[config.mk]
export PLATFORM = sky130hd
export DESIGN_NAME = avm_read_timer
export DESIGN_NICKNAME = d
export VERILOG_FILES = /design/src/rtl/sysid_checker_timer.sv
export SDC_FILE = /design/constraint.sdc
export NUM_CORES = 1
export LEC_CHECK = 0
export CAP_MARGIN = 20
export CORE_ASPECT_RATIO = 0.5
export CORE_MARGIN = 3
export CORE_UTILIZATION = 29
export CTS_CLUSTER_SIZE = 12
export DETAILED_ROUTE_END_ITERATION = 7
export GPL_TIMING_DRIVEN = 0
export PLACE_DENSITY_LB_ADDON = 0.3
export SYNTH_ARGS = -nofsm -noshare
export SYNTH_HDL_FRONTEND = slang
export SYNTH_SLANG_ARGS = --single-unit
export TNS_END_PERCENT = 100
[constraint.sdc]
create_clock -name clock -period 2.5 [get_ports clock]
set_clock_uncertainty 0.05 [all_clocks]
set_input_delay 0.375 -clock clock [delete_from_list [all_inputs] [get_ports clock]]
set_output_delay 0.375 -clock clock [all_outputs]
set_load 0.02 [all_outputs]
[src/rtl/sysid_checker_timer.sv]
`timescale 1ns/1ps
// Loadable 16-bit down-counter with zero flag; load has priority, counting stops at zero.
// Shared between the start delay and the read-response timeout; the owner applies reset through i_load.
module avm_read_timer (
  input  logic        clock,
  input  logic        i_load,
  input  logic [15:0] i_load_val,
  input  logic        i_dec,
  output logic        o_zero
);

  logic [15:0] r_cnt;

  always_ff @(posedge clock) begin
    if (i_load) begin
      r_cnt <= i_load_val;
    end else if (i_dec && (r_cnt != 16'd0)) begin
      r_cnt <= r_cnt - 16'd1;
    end
  end

  assign o_zero = (r_cnt == 16'd0);

endmodule

# After elaboration in Yosys (flattened, before gate mapping)
# Index checks and enable logic that the tools add are counted.
# op_classes
add_sub_neg	1
n_mux	2
reduce_logical	4
# ops
operator	n
$mux 16	2
$logic_not 16->1	1
$reduce_bool 16->1	1
$sub 16x1->16 const B	1
$reduce_bool 2->1	1
$logic_and 1x1->1	1
# word_totals
regBits	16
inputBits	19
out_inout_bits	1
elab_cells	8

# Depth between registers and ports, before layout
# depth
word_depth	4
mapped_depth	6
depth_no_buf	6

# Worst setup path after synthesis
# Ideal clock, no wire load.
# synth_path
path_type	flip-flop to flip-flop
startpoint	register r_cnt[0]
endpoint	register r_cnt[0] (enable)
t_arrival_ns	2.385
required_time_ns	2.054
setup_slack_ns	-0.331
stages_incl_launch_ff	7
n_path_buf	0
period_less_slack_ns	2.831
path_cell_list	edfxtp_1 inv_1 ha_1 nor3b_2 nand3_1 nor4_1 o21bai_1
# synth_between
elab_chain_len	3
# synth_lines
element	line	text
from (decl)	12	logic [15:0] r_cnt;
from (signal assigned)	16	r_cnt <= i_load_val;
from (signal assigned)	18	r_cnt <= r_cnt - 16'd1;
$reduce_bool 16->1	17	end else if (i_dec && (r_cnt != 16'd0)) begin
$logic_and 1x1->1	17	
$reduce_bool 2->1 (no source line)	n/a	
# Every way passes these cells.
# A chain may end at the register's enable or synchronous reset.

# Final worst setup path
# layout_path
startpoint	register r_cnt[0]
endpoint	output o_zero
# layout_between
elab_chain_len	1
# layout_lines
element	line	text
$logic_not 16->1	22	assign o_zero = (r_cnt == 16'd0);
to (decl)	9	output logic o_zero
# Every way passes these cells.

==> results_dict.tcl <==
set metrics [dict create \
    hold_slack_ps 641 \
    crit_path_end_kind "output pin" \
    status "finished clean" \
    die_x_um 87.6 \
    route.detailed.drc 0 \
    antenna_left 0 \
    cp.required_ps 2080 \
    regMostFlops "r_cnt" \
    fmax_mhz 426 \
    drt_iter0_drc 38 \
    path_max_fanout 4 \
    max_cap_viol_count 0 \
    place_hpwl_um 1410 \
    synth_nets 113 \
    core_area_um2 3080 \
    reg2reg_to "r_cnt[14]$_DFFE_PP_" \
    cp-endpoint "o_zero" \
    synth_top_family_by_area "simple AND/OR/NAND/NOR gates" \
    yosys_warnings 0 \
    r2r-start "r_cnt[0]$_DFFE_PP_" \
    reg_top3 "r_cnt (16)" \
    finalSetupViolations 0 \
    layout_common_cells "18 x clkdlybuf4s50_1, 16 x nand2_1, 16 x edfxtp_1" \
    clock_path_buffers 2 \
    rows 14 \
    grt_pass1_wl_um 3350 \
    reg2reg_depth 6 \
    ys_seq_area_share_pct 49.7 \
    die_h_um 46.8 \
    area.growth.synth_to_final_pct 33.5 \
    yosysUniqueCellTypes 26 \
    pre_cts_ws_ps -189 \
    nets 138 \
    crit_start "r_cnt[0]$_DFFE_PP_" \
    relSlewSlack_pct 41.4 \
    io_buffer_count 19 \
    post-route-min-period_ps 2350 \
    critPathLaunchType "flip-flop" \
    synthAdderAreaFrac_pct 1.30 \
    root_buffer "clkbuf_8" \
    clock_latency_ps 250 \
    ys_ff_latch 16 \
    numCtsBuffers 3 \
    htree_num_levels 1 \
    die-area_um2 4100 \
    grt_pass1_vias 687 \
    rsz0062_at_grt "false" \
    antennaDiodeCount 0 \
    cts_tree "done" \
    period_share_pct 93.8 \
    wirelength_um 2060 \
    worstMarginPinSlew_ps 878 \
    grt_overflow 0 \
    drive_gt1_share_pct 12.0 \
    gp_congestion 0.765 \
    rrSetupSlack_ps 290 \
    drv_slew 0 \
    drt-pass1-iter-count 4 \
    crit_arrival_ps 1920 \
    path_clk_slew_ps 70 \
    peakVddDrop_uv 193 \
    routedWlPerCell_um 13.1 \
    layout_commonest_cell "clkdlybuf4s50_1" \
    start_util_pct 31.3 \
    final_util_pct 41.8 \
    synthMuxAreaShare_pct 1.17 \
    grt_max_degree 17 \
    ctsHoldBuffers 0 \
    crit_type "flip-flop to output pin" \
    hold_path_class "flip-flop to flip-flop" \
    avgSynthCellArea_um2 10.4 \
    synthSimpleGateAreaFrac_pct 24.7 \
    syn_area_um2 966 \
    largest_register_ffs 16 \
    synth_compound_area_share_pct 10.8 \
    power_leakage_uw 0.000428 \
    antenna_found_initial 0 \
    vias 765 \
    power_density_nw_per_um2 548 \
    viasPerCell 4.87 \
    pin_count 20 \
    track_usage_pct 11.1 \
    syn_inst 93 \
    cts.sinks 16 \
    timing.final.ws_setup_ps 155 \
    timing.final.hold_violations 0 \
    synth_xor_area_share_pct 9.97 \
]
-- critical path: stages, from the launching register on --
cell and delay (ps):
edfxtp_1 470, inv_1 90, ha_1 180, nor3b_4 240, nand3_2 160, nor4_4 210, clkdlybuf4s15_2 300
-- Yosys cell counts --
library cell,instances,area [µm²]
nor3b_2,1,12.5
nand3_2,1,10.0
nor2b_1,2,12.5
nand3_1,3,15.0
mux2_2,1,11.3
ha_1,1,12.5
nor2_1,4,15.0
or4_1,1,7.51
o21bai_1,1,7.51
inv_1,3,11.3
nand4b_1,1,8.76
nand3b_1,1,7.51
nand4_1,2,12.5
nand2_1,16,60.1
xnor2_1,4,35.0
nor3_2,1,10.0
xor2_1,7,61.3
nor4_1,2,12.5
o31a_1,3,26.3
edfxtp_1,16,480
clkbuf_1,3,11.3
nand2b_1,2,12.5
nor4_4,1,21.3
nor3_4,1,16.3
o21ai_0,14,70.1
nor3_1,1,5.00
-- where the power goes --
group / internal, µW / switching (µW)
logic: 71.3 / 55.5
clock network: 109 / 95.6
registers: 336 / 40.0
total: 516 / 191
-- per-layer routing --
layer | part of all wire (%) | global-route usage [%]
met5 | 0 | 0
met4 | 1.0 | 4.59
met3 | 4.2 | 3.85
met2 | 43 | 16.5
met1 | 52 | 15.2
-- cell families (layout without fill, tap and decap cells) --
kind of cell,after synthesis,in the layout
and+or+nand+nor,40,40
AOI/OAI and AO/OA,18,18
DFF,16,16
xor gates and xnor gates,11,11
buffers and inverters,6,30
adders and majority gates,1,1
muxes,1,1
-- layout make-up --
cell class | count | area (µm²)
buffer | 3 | 11.3
clock buffer | 3 | 41.3
clock inverter | 1 | 3.75
fill | 316 | 1790
inverter | 3 | 11.3
multi-input combinational | 71 | 493
sequential | 16 | 480
tap | 40 | 50.0
timing repair buffer | 20 | 199
-- worst min path at each step --
stage	startpoint	end	slack (ps)	cells after the start
after floorplan	i_load_val[14]	r_cnt[14]$_DFFE_PP_	510	2
after CTS	r_cnt[12]$_DFFE_PP_	r_cnt[12]$_DFFE_PP_	650	2
after detailed placement	r_cnt[12]$_DFFE_PP_	r_cnt[12]$_DFFE_PP_	630	2
after global placement	r_cnt[12]$_DFFE_PP_	r_cnt[12]$_DFFE_PP_	600	2
after global routing	r_cnt[13]$_DFFE_PP_	r_cnt[13]$_DFFE_PP_	680	2
final	r_cnt[12]$_DFFE_PP_	r_cnt[12]$_DFFE_PP_	640	2
-- timing repair --
action / in CTS / in global routing
pin swaps: 0 / 0
endpoints found under the setup margin: 1 / 1
hold endpoints to repair: 0 / 0
gates resized for setup: 6 / 1
setup buffers: 1 / 0
cloned: 0 / 0
-- metrics by stage --
step	cells	total power [µW]	setup TNS (ps)	instance area (µm²)
finish	157	707	0	1290
global route	157	748	0	1290
floorplan	93	448	0	972
detailed placement	152	500	-189	1220
global placement	152	497	-5150	1210
CTS	157	714	0	1280
(Power assumes the default switching activity.)
